--- src/rtl/mips_pkg.sv ---
// Shared MIPS definitions: opcodes, R-type funct codes, mul/div FSM states.
package mips_pkg;

    localparam logic [5:0] OP_RTYPE = 6'h00;

    localparam logic [5:0] F_ADD  = 6'h20;
    localparam logic [5:0] F_ADDU = 6'h21;
    localparam logic [5:0] F_SUB  = 6'h22;
    localparam logic [5:0] F_SUBU = 6'h23;
    localparam logic [5:0] F_AND  = 6'h24;
    localparam logic [5:0] F_OR   = 6'h25;
    localparam logic [5:0] F_SLT  = 6'h2A;

    localparam logic [5:0] MFHI  = 6'h10;
    localparam logic [5:0] MTHI  = 6'h11;
    localparam logic [5:0] MFLO  = 6'h12;
    localparam logic [5:0] MTLO  = 6'h13;
    localparam logic [5:0] MULT  = 6'h18;
    localparam logic [5:0] MULTU = 6'h19;
    localparam logic [5:0] DIV   = 6'h1A;
    localparam logic [5:0] DIVU  = 6'h1B;

    typedef enum logic [1:0] {
        IDLE = 2'd0,
        RUN  = 2'd1,
        FIX  = 2'd2
    } md_state_t;

endpackage

--- src/rtl/muldiv_decode.sv ---
// Classifies R-type functs that belong to the HI/LO multiply/divide unit.
module muldiv_decode
    import mips_pkg::*;
(
    input  logic       en,
    input  logic [5:0] opcode,
    input  logic [5:0] funct,
    output logic       md_op,
    output logic       is_mul,
    output logic       is_div,
    output logic       is_signed,
    output logic       is_mf,
    output logic       is_mt,
    output logic       sel_hi
);

    always_comb begin
        md_op     = 1'b0;
        is_mul    = 1'b0;
        is_div    = 1'b0;
        is_signed = 1'b0;
        is_mf     = 1'b0;
        is_mt     = 1'b0;
        sel_hi    = 1'b0;
        if (en && opcode == OP_RTYPE) begin
            case (funct)
                MULT: begin
                    md_op = 1'b1; is_mul = 1'b1; is_signed = 1'b1;
                end
                MULTU: begin
                    md_op = 1'b1; is_mul = 1'b1;
                end
                DIV: begin
                    md_op = 1'b1; is_div = 1'b1; is_signed = 1'b1;
                end
                DIVU: begin
                    md_op = 1'b1; is_div = 1'b1;
                end
                MFHI: begin
                    md_op = 1'b1; is_mf = 1'b1; sel_hi = 1'b1;
                end
                MFLO: begin
                    md_op = 1'b1; is_mf = 1'b1;
                end
                MTHI: begin
                    md_op = 1'b1; is_mt = 1'b1; sel_hi = 1'b1;
                end
                MTLO: begin
                    md_op = 1'b1; is_mt = 1'b1;
                end
                default: ;
            endcase
        end
    end

endmodule

--- src/rtl/muldiv_unit.sv ---
// Iterative multiply/divide unit with HI/LO; one result bit per cycle,
// sign handled by operating on magnitudes and negating in the FIX state.
module muldiv_unit
    import mips_pkg::*;
#(
    parameter int WIDTH = 32
) (
    input  logic             clk,
    input  logic             reset,
    input  logic             en,
    input  logic [5:0]       opcode,
    input  logic [5:0]       funct,
    input  logic [WIDTH-1:0] a,
    input  logic [WIDTH-1:0] b,
    output logic             busy,
    output logic             stall,
    output logic             done,
    output logic [WIDTH-1:0] rdata,
    output logic [WIDTH-1:0] hi,
    output logic [WIDTH-1:0] lo
);

    localparam int CW = $clog2(WIDTH) + 1;

    logic md_op, is_mul, is_div, is_signed, is_mf, is_mt, sel_hi;

    muldiv_decode u_decode (
        .en        (en),
        .opcode    (opcode),
        .funct     (funct),
        .md_op     (md_op),
        .is_mul    (is_mul),
        .is_div    (is_div),
        .is_signed (is_signed),
        .is_mf     (is_mf),
        .is_mt     (is_mt),
        .sel_hi    (sel_hi)
    );

    md_state_t          state;
    logic [CW-1:0]      cnt;
    logic [2*WIDTH-1:0] acc;
    logic [WIDTH-1:0]   opb;
    logic               div_op;
    logic               neg_q;
    logic               neg_r;
    logic               dz;

    logic               accept;
    logic               sa;
    logic               sb;
    logic [WIDTH-1:0]   abs_a;
    logic [WIDTH-1:0]   abs_b;

    assign busy   = (state != IDLE);
    assign stall  = md_op & busy;
    assign accept = md_op & ~busy;
    assign rdata  = (accept & is_mf) ? (sel_hi ? hi : lo) : '0;

    assign sa    = is_signed & a[WIDTH-1];
    assign sb    = is_signed & b[WIDTH-1];
    assign abs_a = sa ? -a : a;
    assign abs_b = sb ? -b : b;

    // Multiply: acc = {partial product, remaining multiplier bits}
    logic [WIDTH:0]     msum;
    logic [2*WIDTH-1:0] mul_next;

    assign msum     = {1'b0, acc[2*WIDTH-1:WIDTH]}
                    + (acc[0] ? {1'b0, opb} : '0);
    assign mul_next = {msum, acc[WIDTH-1:1]};

    // Divide: acc = {partial remainder, dividend bits / quotient bits}
    logic [WIDTH:0]     trial;
    logic [2*WIDTH-1:0] div_next;

    assign trial = {acc[2*WIDTH-1:WIDTH], acc[WIDTH-1]} - {1'b0, opb};

    always_comb begin
        if (trial[WIDTH])
            div_next = {acc[2*WIDTH-2:0], 1'b0};
        else
            div_next = {trial[WIDTH-1:0], acc[WIDTH-2:0], 1'b1};
    end

    logic [2*WIDTH-1:0] prod;
    logic [WIDTH-1:0]   quo;
    logic [WIDTH-1:0]   rem;
    logic [WIDTH-1:0]   fix_hi;
    logic [WIDTH-1:0]   fix_lo;

    assign prod = neg_q ? -acc : acc;
    assign quo  = neg_q ? -acc[WIDTH-1:0] : acc[WIDTH-1:0];
    assign rem  = neg_r ? -acc[2*WIDTH-1:WIDTH] : acc[2*WIDTH-1:WIDTH];

    always_comb begin
        if (div_op) begin
            fix_hi = rem;
            fix_lo = dz ? '1 : quo;
        end else begin
            fix_hi = prod[2*WIDTH-1:WIDTH];
            fix_lo = prod[WIDTH-1:0];
        end
    end

    always_ff @(posedge clk or posedge reset) begin
        if (reset) begin
            state  <= IDLE;
            cnt    <= '0;
            acc    <= '0;
            opb    <= '0;
            div_op <= 1'b0;
            neg_q  <= 1'b0;
            neg_r  <= 1'b0;
            dz     <= 1'b0;
            hi     <= '0;
            lo     <= '0;
            done   <= 1'b0;
        end else begin
            done <= 1'b0;
            unique case (state)
                IDLE: begin
                    if (accept && (is_mul || is_div)) begin
                        state  <= RUN;
                        cnt    <= CW'(WIDTH - 1);
                        div_op <= is_div;
                        neg_q  <= sa ^ sb;
                        neg_r  <= sa & is_div;
                        dz     <= is_div & (b == '0);
                        if (is_div) begin
                            acc <= {{WIDTH{1'b0}}, abs_a};
                            opb <= abs_b;
                        end else begin
                            acc <= {{WIDTH{1'b0}}, abs_b};
                            opb <= abs_a;
                        end
                    end else if (accept && is_mt) begin
                        if (sel_hi)
                            hi <= a;
                        else
                            lo <= a;
                    end
                end
                RUN: begin
                    acc <= div_op ? div_next : mul_next;
                    cnt <= cnt - 1'b1;
                    if (cnt == '0)
                        state <= FIX;
                end
                FIX: begin
                    hi    <= fix_hi;
                    lo    <= fix_lo;
                    done  <= 1'b1;
                    state <= IDLE;
                end
                default: state <= IDLE;
            endcase
        end
    end

endmodule

--- config.mk ---
export PLATFORM = sky130hd
export DESIGN_NAME = muldiv_unit
export DESIGN_NICKNAME = d
export VERILOG_FILES = /design/src/rtl/mips_pkg.sv /design/src/rtl/muldiv_decode.sv /design/src/rtl/muldiv_unit.sv
export SDC_FILE = /design/constraint.sdc
export NUM_CORES = 1
export LEC_CHECK = 0
export BUFFER_PORTS_ARGS = -buffer_cell sky130_fd_sc_hd__buf_4
export CORE_MARGIN = 5
export CORE_UTILIZATION = 35
export DETAILED_ROUTE_END_ITERATION = 8
export GPL_TIMING_DRIVEN = 0
export MAX_ROUTING_LAYER = met4
export PLACE_DENSITY_LB_ADDON = 0.3
export SYNTH_ARGS = -nofsm -noshare
export SYNTH_HDL_FRONTEND = slang
export SYNTH_SLANG_ARGS = --single-unit
--- constraint.sdc ---
create_clock -name clk -period 5.3 [get_ports clk]
set_input_delay 0.265 -clock clk [delete_from_list [all_inputs] [get_ports clk]]
set_output_delay 0.265 -clock clk [all_outputs]
set_load 0.1 [all_outputs]
==> After elaboration in Yosys (flattened, before gate mapping) <==
Cells that the tools add are included.
{ "word_totals": {"mem_bits_rw": 0, "in_bits": 79, "regBits": 173, "rom_bits": 0, "mem_count": 0, "latch_bits": 0} }
{ "classes": {"add_sub_neg": 8, "shifts": 0, "multipliers": 0, "order_cmp": 0, "n_mux": 45, "n_reduce_logical": 23, "n_eq_ne": 16, "div": 0, "n_bitwise": 9} }
{ "op_table": {"columns": ["op", "n"], "rows": [
  ["32-bit 2-to-1 mux", 18],
  ["64-bit 2-to-1 mux", 4],
  ["32-bit negator", 4],
  ["32-bit one-hot mux with 2 select lines", 2],
  ["64-bit one-hot mux with 2 select lines", 1],
  ["64-bit negator", 1],
  ["6-bit by 5-bit equality test with 1-bit output (second input constant)", 8],
  ["32-bit by 32-bit adder with 33-bit output", 1],
  ["33-bit by 32-bit subtractor with 33-bit output", 1],
  ["32-bit logical NOT", 1],
  ["1-bit 2-to-1 mux", 15],
  ["6-bit logical NOT", 2],
  ["2-bit inequality test (second input constant)", 6],
  ["6-bit one-hot mux with 2 select lines", 1],
  ["2-bit OR reduction", 6],
  ["4-bit AND reduction", 2],
  ["8-bit OR reduction", 1],
  ["1-bit AND", 7],
  ["6-bit 2-to-1 mux", 1],
  ["2-bit AND reduction", 3],
  ["2-bit nonzero test", 3],
  ["6-bit by 1-bit subtractor with 6-bit output (second input constant)", 1],
  ["2-bit 2-to-1 mux", 2],
  ["2-bit one-hot mux with 2 select lines", 1],
  ["7 further kinds", 9]
]} }

==> Logic depth before layout (Yosys ltp) <==
Gate-level depths: netlist (run 1).
{ "depth": {"depth_word": 9, "mapped_depth": 15} }

==> Cells and area by module <==
From an unflattened synthesis (run 1), not the netlist that was laid out.
{ "unflattened": {"hier_cells": 1978, "hier_area_um2": 15618.7} }
{ "by_module_without_submodules": {"columns": ["module", "instances", "area_per_inst_um2", "cells_per_inst"], "rows": [
  ["muldiv_unit", 1, 15486.1, 1960],
  ["muldiv_decode", 1, 132.6, 18]
]} }

==> Worst setup path before layout (run 1) <==
OpenSTA, ideal clock, no wires.
{ "synth_timing": {"kind": "register to register", "startpoint": "register acc[0]", "endpoint": "register acc[60]", "path_slack_ns": 1.871, "t_arrival_ns": 3.303, "path_stages_with_launch": 16, "setup_ns": 0.126, "synth_period_minus_slack_ns": 3.429, "n_path_buf": 2, "cell_sequence": "dfrtp_1 > clkbuf_1 > inv_1 > clkbuf_1 > nor2_1 > ha_1 > nand2_1 > a211oi_1 > a31oi_1 > a21oi_1 > a31oi_1 > o311a_1 > a211oi_1 > o21ai_0 > nor2b_1 > a221o_1"} }
{ "synth_between": {"elab_chain_cells": 4} }
{ "synth_lines": {"columns": ["element", "line_no", "text"], "rows": [
  ["start: declaration", "muldiv_unit.sv:42", "logic [2*WIDTH-1:0] acc;"],
  ["start signal: assignment", "muldiv_unit.sv:131", "acc <= {{WIDTH{1'b0}}, abs_a};"],
  ["start signal: assignment", "muldiv_unit.sv:134", "acc <= {{WIDTH{1'b0}}, abs_b};"],
  ["start signal: assignment", "muldiv_unit.sv:145", "acc <= div_op ? div_next : mul_next;"],
  ["32-bit 2-to-1 mux", "muldiv_unit.sv:70", "+ (acc[0] ? {1'b0, opb} : '0);"],
  ["32-bit by 32-bit adder with 33-bit output", "muldiv_unit.sv:70", null],
  ["64-bit 2-to-1 mux", "muldiv_unit.sv:145", null],
  ["64-bit one-hot mux with 2 select lines", "muldiv_unit.sv:121", "unique case (state)"]
]} }
Every way passes these cells.
A chain may end at the register's enable or synchronous reset.

==> Final worst setup path (run 1) <==
{ "layout_timing": {"startpoint": "register acc[0]", "endpoint": "register acc[57]"} }
The elaborated chain is that of the path after synthesis.

==> results of run 1 <==
through the flow:
stage          hold slack (ns)  utilization [%]  power (W)  setup TNS (ns)
3_3_place_gp            0.4707            40.07   0.001552         -357.26
6_report                0.1113            41.52   0.002842               0
2_1_floorplan           0.4041                -   0.001431               0
5_1_grt                 0.1234            41.51   0.002907               0
4_1_cts                0.08852            41.51   0.002848               0
3_5_place_dp            0.3409            40.15   0.001557               0
cells by family (layout without fill, tap and decap cells):
group	count (synthesis)	count (layout)	synth area share, %
xor gates and xnor gates	169	169	9.749
adders and majority gates	72	72	6.032
buffers and inverters	193	401	4.870
and+or+nand+nor	679	679	20.67
DFF	173	173	28.51
AOI/OAI and AO/OA	620	620	25.92
muxes	64	64	4.252
other	0	2	0
area by class of cell:
| type | count | area, um2 |
|---|---|---|
| Sequential cell | 173 | 4329 |
| Buffer | 123 | 476.7 |
| Clock inverter | 12 | 128.9 |
| Antenna cell | 2 | 5.005 |
| Inverter | 70 | 270.3 |
| Tap cell | 585 | 732.0 |
| Timing Repair Buffer | 176 | 1344 |
| Clock buffer | 20 | 446.7 |
| Multi-Input combinational cell | 1604 | 10110 |
| Fill cell | 4484 | 25130 |
per-layer routing:
layer | routed length [um] | vias to the layer above | track usage, % | share of wire, %
met5 | 0 | - | - | 0
met4 | 2373 | 0 | 9.881 | 3.8
met3 | 4983 | 103 | 5.084 | 7.9
met2 | 27080 | 675 | 38.51 | 43
met1 | 28670 | 7659 | 36.04 | 45
li1 | - | 7495 | - | -
tightest hold or removal path, stage by stage:
cell and delay, ns:
buf_4 0.13, a22oi_1 0.07, o21ai_0 0.07
flip-flops by register name (all words and copies together) (netlist names), 2 cells and up:
register and flops:
hi 32, cnt 6, state 2, acc 64
opb 32, lo 32
how the worst max path moves through the flow:
stage,startpoint,to,cells after the start
2_1_floorplan,reset,acc[0]$_DFFE_PP0P_,1
3_3_place_gp,reset,opb[7]$_DFFE_PP0P_,2
3_5_place_dp,acc[0]$_DFFE_PP0P_,acc[57]$_DFFE_PP0P_,15
4_1_cts,acc[0]$_DFFE_PP0P_,acc[57]$_DFFE_PP0P_,15
5_1_grt,acc[0]$_DFFE_PP0P_,acc[57]$_DFFE_PP0P_,15
6_report,acc[0]$_DFFE_PP0P_,acc[57]$_DFFE_PP0P_,15
power breakdown:
| group | internal (W) | total, W | switching, W |
|---|---|---|---|
| sequential | 0.00132 | 0.00132 | 0.00000100 |
| combinational | 0.0000767 | 0.000217 | 0.000140 |
| clock | 0.000676 | 0.00130 | 0.000629 |
| total | 0.00207 | 0.00284 | 0.000770 |
synthesized netlist by cell type, types with 30 or more instances:
library cell	number
inv_1	69
o31ai_1	30
ha_1	70
a22oi_1	30
nand2_1	311
xnor2_1	99
nor2_1	146
nor3_1	39
xor2_1	70
o22ai_1	37
dfrtp_1	173
clkbuf_1	105
mux2i_1	60
o221ai_1	34
o21ai_0	164
a21oi_1	156
==> metrics.md, run 1 <==
| Metric | Value |
|---|---|
| Top Family by Delay on Critical Path | compound AO/OA/AOI/OAI gates |
| Largest cells by area after synthesis | dfrtp_1, nand2_1, ha_1 |
| Die height | 218.3 um |
| Peak supply drop | 0.1742 mV |
| P&R area growth vs syn | 17.54% |
| Post-CTS Setup Bufs | 0 |
| Asr flop ratio synth | between 90% and 100% |
| Power Dens Cells | around 160 nW/um2 |
| TritonCTS clock tree | yes |
| Overall global routing resource usage | 26.26% |
| Num CTS Buffers | 17 |
| RSZ-0062 raised after global routing | no |
| Final min period | about 4.7 ns |
| Arrival time worst endpoint | ~5.0 ns |
| Final Cell Area | approximately 18000 um2 |
| Buf/Inv on CP | 3 |
| Slew Limit Headroom | between 20% and 30% |
| Non-filler cells, final | approximately 2.8k |
| Rows | between 70 and 80 |
| Worst hold start | a[25] |
| Via density | between 5 and 6 |
| Worst-skew pair later-pin latency | about 0.47 ns |
| H-tree depth | 4 |
| Peak fanout along the critical path | 10 |
| Gr ovfl total | 0 |
| Most frequent cells in the layout | nand2_1, buf_4, dfrtp_1, o21ai_0, a21oi_1 |
| Required time worst endpoint | approximately 5.6 ns |
| Synth warn | 0 |
| Share of layout cells above drive strength 1 | between 10% and 20% |
| Iter 0 DRT Violations | roughly 1.6k |
| Antenna violations before repair | 0 |
| First-pass GRT wire length | around 94000 um |
| Reg-to-Reg Start | acc[0]$_DFFE_PP0P_ |
| Initial Utilization | 35.33% |
| FF-to-FF End | acc[57]$_DFFE_PP0P_ |
| Setup slack after layout | 0.5610 ns |
| Mapped Avg Cell Area | between 7 and 8 um2 |
| Worst slew pin tran | between 1 and 1.5 ns |
| Final ANT Viol Nets | 0 |
| Root Driver | clkbuf_16 |
| Core area | roughly 43000 um2 |
| Min-delay worst type | input port to flop |
| Dpl cells | between 2k and 3k |
| Post-synth top area cell | dfrtp_1 |
| Top Ports | between 150 and 200 |
| CP Capture Type | flop |
| Post-CTS Resized | 0 |
| Slowest cell on crit path | clkbuf_1 |
| GPL Wtd Cong | 0.9791 |
| Post-synthesis sequential area ratio | between 20% and 30% |
| Worst-path clk slew | about 0.080 ns |
| Min-Delay Endpoint | hi[25]$_DFFE_PP0P_ |
| Setup WS pre-CTS | 0.6762 ns |
| Library cells used by synthesis | just under 80 |
| Mapped Cells | 1970 |
| DP Area | roughly 17000 um2 |
| Post-synth EDFFs | 0 |
| Crit-path cells | clkbuf_1 -> inv_1 -> clkbuf_1 -> nor2_1 -> ha_1 -> nor2b_1 -> o31a_1 -> o31a_1 -> a211o_1 -> a31oi_1 -> o31ai_1 -> o21ai_0 -> nand2b_1 -> a311oi_1 -> o221ai_1 |
| Most common cell after layout, fill and taps aside | nand2_1 |
| Critical path class | flop to flop |
| Vias in the first global route | about 15k |
| DIE WIDTH | roughly 220 um |
| Maximum buffer depth of the clock tree | 2 |
| Net count after synthesis | between 2k and 2.5k |
| Hold Crit Depth | 3 |
| # setup viols final | 0 |
| DR DRC count | 0 |
| TritonRoute pass-1 iters | 5 |
| Final WL | around 63000 um |
| TritonCTS Sinks | approximately 170 |
| Die area | around 48000 um2 |
| Main synth FF type | dfrtp_1 |
| Startpoint types | flop |
| Final HPWL DP | ~50000 um |
| Worst Skew | around 0.012 ns |
| Slew Viols, Final | 0 |
| Period Utilization, post-route | between 80% and 90% |
| Post-synth top area share | between 20% and 30% |
| Static leakage | ~7.4 nW |
| Number of port buffers | around 170 |
| Reg-to-reg slack, setup | about 0.56 ns |
| Cts hold-fix bufs | 1 |
| F_max | 211.0 MHz |
| #FFs+latches synth | roughly 170 |
| Nets | between 2k and 2.5k |
| Outcome | complete, no violations |
| Wire per inst | approximately 23 um |
| Cell Area, Synth | ~15000 um2 |
| Final hold violation count | 0 |
| Max incr delay on CP | 0.50 ns |
| Via count | around 16k |
| Max-cap violation count | 0 |
| R2R depth | 15 |
| Pin count of the biggest net entering global routing | about 110 |
Power figures use the tool's default switching activity.
==> run 2, diff against run 1 <==
--- a/config.mk
+++ b/config.mk
@@ -11,7 +11,7 @@
 export DETAILED_ROUTE_END_ITERATION = 8
 export GPL_TIMING_DRIVEN = 0
 export MAX_ROUTING_LAYER = met4
-export PLACE_DENSITY_LB_ADDON = 0.3
+export PLACE_DENSITY = 0.55
 export SYNTH_ARGS = -nofsm -noshare
 export SYNTH_HDL_FRONTEND = slang
 export SYNTH_SLANG_ARGS = --single-unit
==> run 2 against run 1 <==
Cell count hardly changed. Count of clock-buffer cells in the layout is the same. Global-route usage increased by 1.4 points. Via count is 0.67% higher. Sequential cell count stayed put. Clock skew grew 0.0052 ns. Sequential share of layout area down 0.054 points. Maximum frequency is 2.1% lower. Total power up 3.6%. Critical path depth unchanged. Largest cell class unchanged. Largest power group is now clock. Highest routed layer unchanged.
==> metrics.md, run 2 (same netlist as run 1, synthesis figures left out) <==
| Metric | Value |
|---|---|
| Startpoint types | flop (unchanged) |
| Worst slew pin tran | 1.131 ns (was 1.144 ns) |
| Buf/Inv on CP | 3 (unchanged) |
| Max-cap violation count | 0 (unchanged) |
| Core area | 42980 um2 (unchanged) |
| First-pass GRT wire length | 97980 um (was 93610 um) |
| Area occupied by registers | 4329 um2 (unchanged) |
| Reg-to-Reg Start | acc[0]$_DFFE_PP0P_ (unchanged) |
| Peak fanout along the critical path | 10 (unchanged) |
| Nets | 2316 (unchanged) |
| Iter 0 DRT Violations | 1632 (was 1619) |
| TritonCTS Sinks | 173 (unchanged) |
| Worst hold start | a[30] (was a[25]) |
| H-tree depth | 4 (unchanged) |
| Area of the multi-input gates | 10110 um2 (unchanged) |
| Gr ovfl total | 0 (unchanged) |
| Fill count | 4492 (was 4484) |
| # setup viols final | 0 (unchanged) |
| Die height | 218.3 um (unchanged) |
| CP Capture Type | flop (unchanged) |
| GPL Wtd Cong | 1.019 (was 0.9791) |
| Critical path class | flop to flop (unchanged) |
| Most frequent cells in the layout | nand2_1, buf_4, dfrtp_1, o21ai_0, a21oi_1 (unchanged) |
| Maximum buffer depth of the clock tree | 2 (unchanged) |
| DP Area | 17260 um2 (unchanged) |
| Outcome | complete, no violations (unchanged) |
| DR DRC count | 0 (unchanged) |
| Hold Crit Depth | 3 (unchanged) |
| Slew Limit Headroom | 24.04% (was 21.75%) |
| RSZ-0062 raised after global routing | no (unchanged) |
| Top Ports | 178 (unchanged) |
| Pin count of the biggest net entering global routing | 108 (unchanged) |
| Worst Skew | 0.01755 ns (was 0.01231 ns) |
| FF-to-FF End | acc[57]$_DFFE_PP0P_ (unchanged) |
| Arrival time worst endpoint | 5.15 ns (was 5.04 ns) |
| Max incr delay on CP | 0.87 ns (was 0.50 ns) |
| Min-Delay Endpoint | hi[30]$_DFFE_PP0P_ (was hi[25]$_DFFE_PP0P_) |
| Overall global routing resource usage | 27.66% (was 26.26%) |
| F_max | 206.5 MHz (was 211.0 MHz) |
| Wire per inst | 23.81 um (was 22.83 um) |
| Number of port buffers | 174 (unchanged) |
| Final WL | 65780 um (was 63110 um) |
| Post-CTS Setup Bufs | 0 (unchanged) |
| Final HPWL DP | 52980 um (was 51050 um) |
| Root Driver | clkbuf_16 (unchanged) |
| Worst-skew pair later-pin latency | 0.47 ns (about the same) |
| Final ANT Viol Nets | 0 (unchanged) |
| Rows | 76 (unchanged) |
| Worst-path clk slew | 0.08 ns (about the same) |
| Final min period | 4.843 ns (was 4.739 ns) |
| Largest register FFs | 64 (unchanged) |
| Share of layout cells above drive strength 1 | 10.97% (unchanged) |
| Num CTS Buffers | 17 (unchanged) |
| R2R depth | 15 (unchanged) |
| Power Dens Cells | 164.5 nW/um2 (was 159.2 nW/um2) |
| Required time worst endpoint | 5.61 ns (was 5.60 ns) |
| Antenna violations before repair | 1 (was 0) |
| Vias in the first global route | 15.11k (was 15.00k) |
| Most common cell after layout, fill and taps aside | nand2_1 (unchanged) |
| P&R area growth vs syn | 17.81% (was 17.54%) |
| Final Cell Area | 17890 um2 (was 17850 um2) |
| TritonCTS clock tree | yes (unchanged) |
| Top Family by Delay on Critical Path | compound AO/OA/AOI/OAI gates (unchanged) |
| Slowest cell on crit path | o31ai_1 (was clkbuf_1) |
| Reg-to-reg slack, setup | 0.46 ns (was 0.56 ns) |
| Final Util | 41.62% (was 41.52%) |
| Final hold violation count | 0 (unchanged) |
| Post-CTS Resized | 0 (unchanged) |
| Number of diodes | 0 (was 2) |
| Crit-path cells | clkbuf_1 -> inv_1 -> clkbuf_1 -> nor2_1 -> ha_1 -> nor2b_1 -> o31a_1 -> o31a_1 -> a211o_1 -> a31oi_1 -> o31ai_1 -> o21ai_0 -> nor3b_1 -> a311oi_1 -> o221ai_1 (was clkbuf_1 -> inv_1 -> clkbuf_1 -> nor2_1 -> ha_1 -> nor2b_1 -> o31a_1 -> o31a_1 -> a211o_1 -> a31oi_1 -> o31ai_1 -> o21ai_0 -> nand2b_1 -> a311oi_1 -> o221ai_1) |
| Peak supply drop | 0.1651 mV (was 0.1742 mV) |
| Via density | 5.805 (was 5.762) |
| Initial Utilization | 35.33% (unchanged) |
| Die area | 47650 um2 (unchanged) |
| Biggest register | acc (unchanged) |
| Period Utilization, post-route | 91.37% (was 89.41%) |
| Slew Viols, Final | 0 (unchanged) |
| Min-delay worst type | input port to flop (unchanged) |
| TritonRoute pass-1 iters | 6 (was 5) |
| DIE WIDTH | 218.3 um (unchanged) |
| Via count | 16.04k (was 15.93k) |
| Static leakage | 7.387 nW (was 7.370 nW) |
[run 2: how the worst max path moves through the flow]
stage	slack, ns	startpoint	endpoint	depth (start not counted)
3_3_place_gp	-2.32	reset	cnt[2]$_DFFE_PP0P_	2
3_5_place_dp	0.68	acc[0]$_DFFE_PP0P_	acc[57]$_DFFE_PP0P_	15
6_report	0.46	acc[0]$_DFFE_PP0P_	acc[57]$_DFFE_PP0P_	15
5_1_grt	0.32	acc[0]$_DFFE_PP0P_	acc[57]$_DFFE_PP0P_	15
4_1_cts	0.64	acc[0]$_DFFE_PP0P_	acc[57]$_DFFE_PP0P_	15
2_1_floorplan	0.35	reset	acc[0]$_DFFE_PP0P_	1
[run 2: power by group]
part / internal, W / switching (W) / leakage (nW)
Sequential: 0.00132 / 0.00000103 / 2.26
Combinational: 0.0000765 / 0.000139 / 4.83
Clock: 0.000771 / 0.000636 / 0.298
Total: 0.00217 / 0.000776 / 7.39
[run 2: final cells by class]
cell class	count	share of cell area [%]
Buffer	123	2.665
Clock buffer	20	2.497
Sequential cell	173	24.20
Tap cell	585	4.092
Timing Repair Buffer	176	7.513
Clock inverter	12	0.9723
Inverter	70	1.511
Multi-Input combinational cell	1604	56.55
[run 2: layer usage]
layer	track usage, %	up-vias	routed length (um)
met1	39.13	7830	30700
li1	-	7500	-
met2	41.87	641	29190
met4	7.306	0	1568
met3	3.754	67	4325
met5	-	-	0
[run 2: what timing repair did]
action,in CTS,in global routing
hold buffers,1,0
endpoints found under the hold margin,66,0
endpoints found under the setup margin,0,0
[run 2: worst min-delay path, cell delays in order]
cell,delay [ns]
buf_4,0.13
a22oi_1,0.07
o21ai_0,0.07
[run 2: per-stage QoR]
step	setup WS [ns]	std cells	hold WS (ns)	setup TNS (ns)	power, W
2_1_floorplan	0.3465	1970	0.4041	0	0.001431
3_3_place_gp	-2.324	2729	0.4739	-396.83	0.001554
3_5_place_dp	0.6777	2730	0.3373	0	0.001557
4_1_cts	0.6435	2763	0.1077	0	0.002941
5_1_grt	0.3171	2763	0.1346	0	0.003013
6_report	0.4573	2763	0.1244	0	0.002943
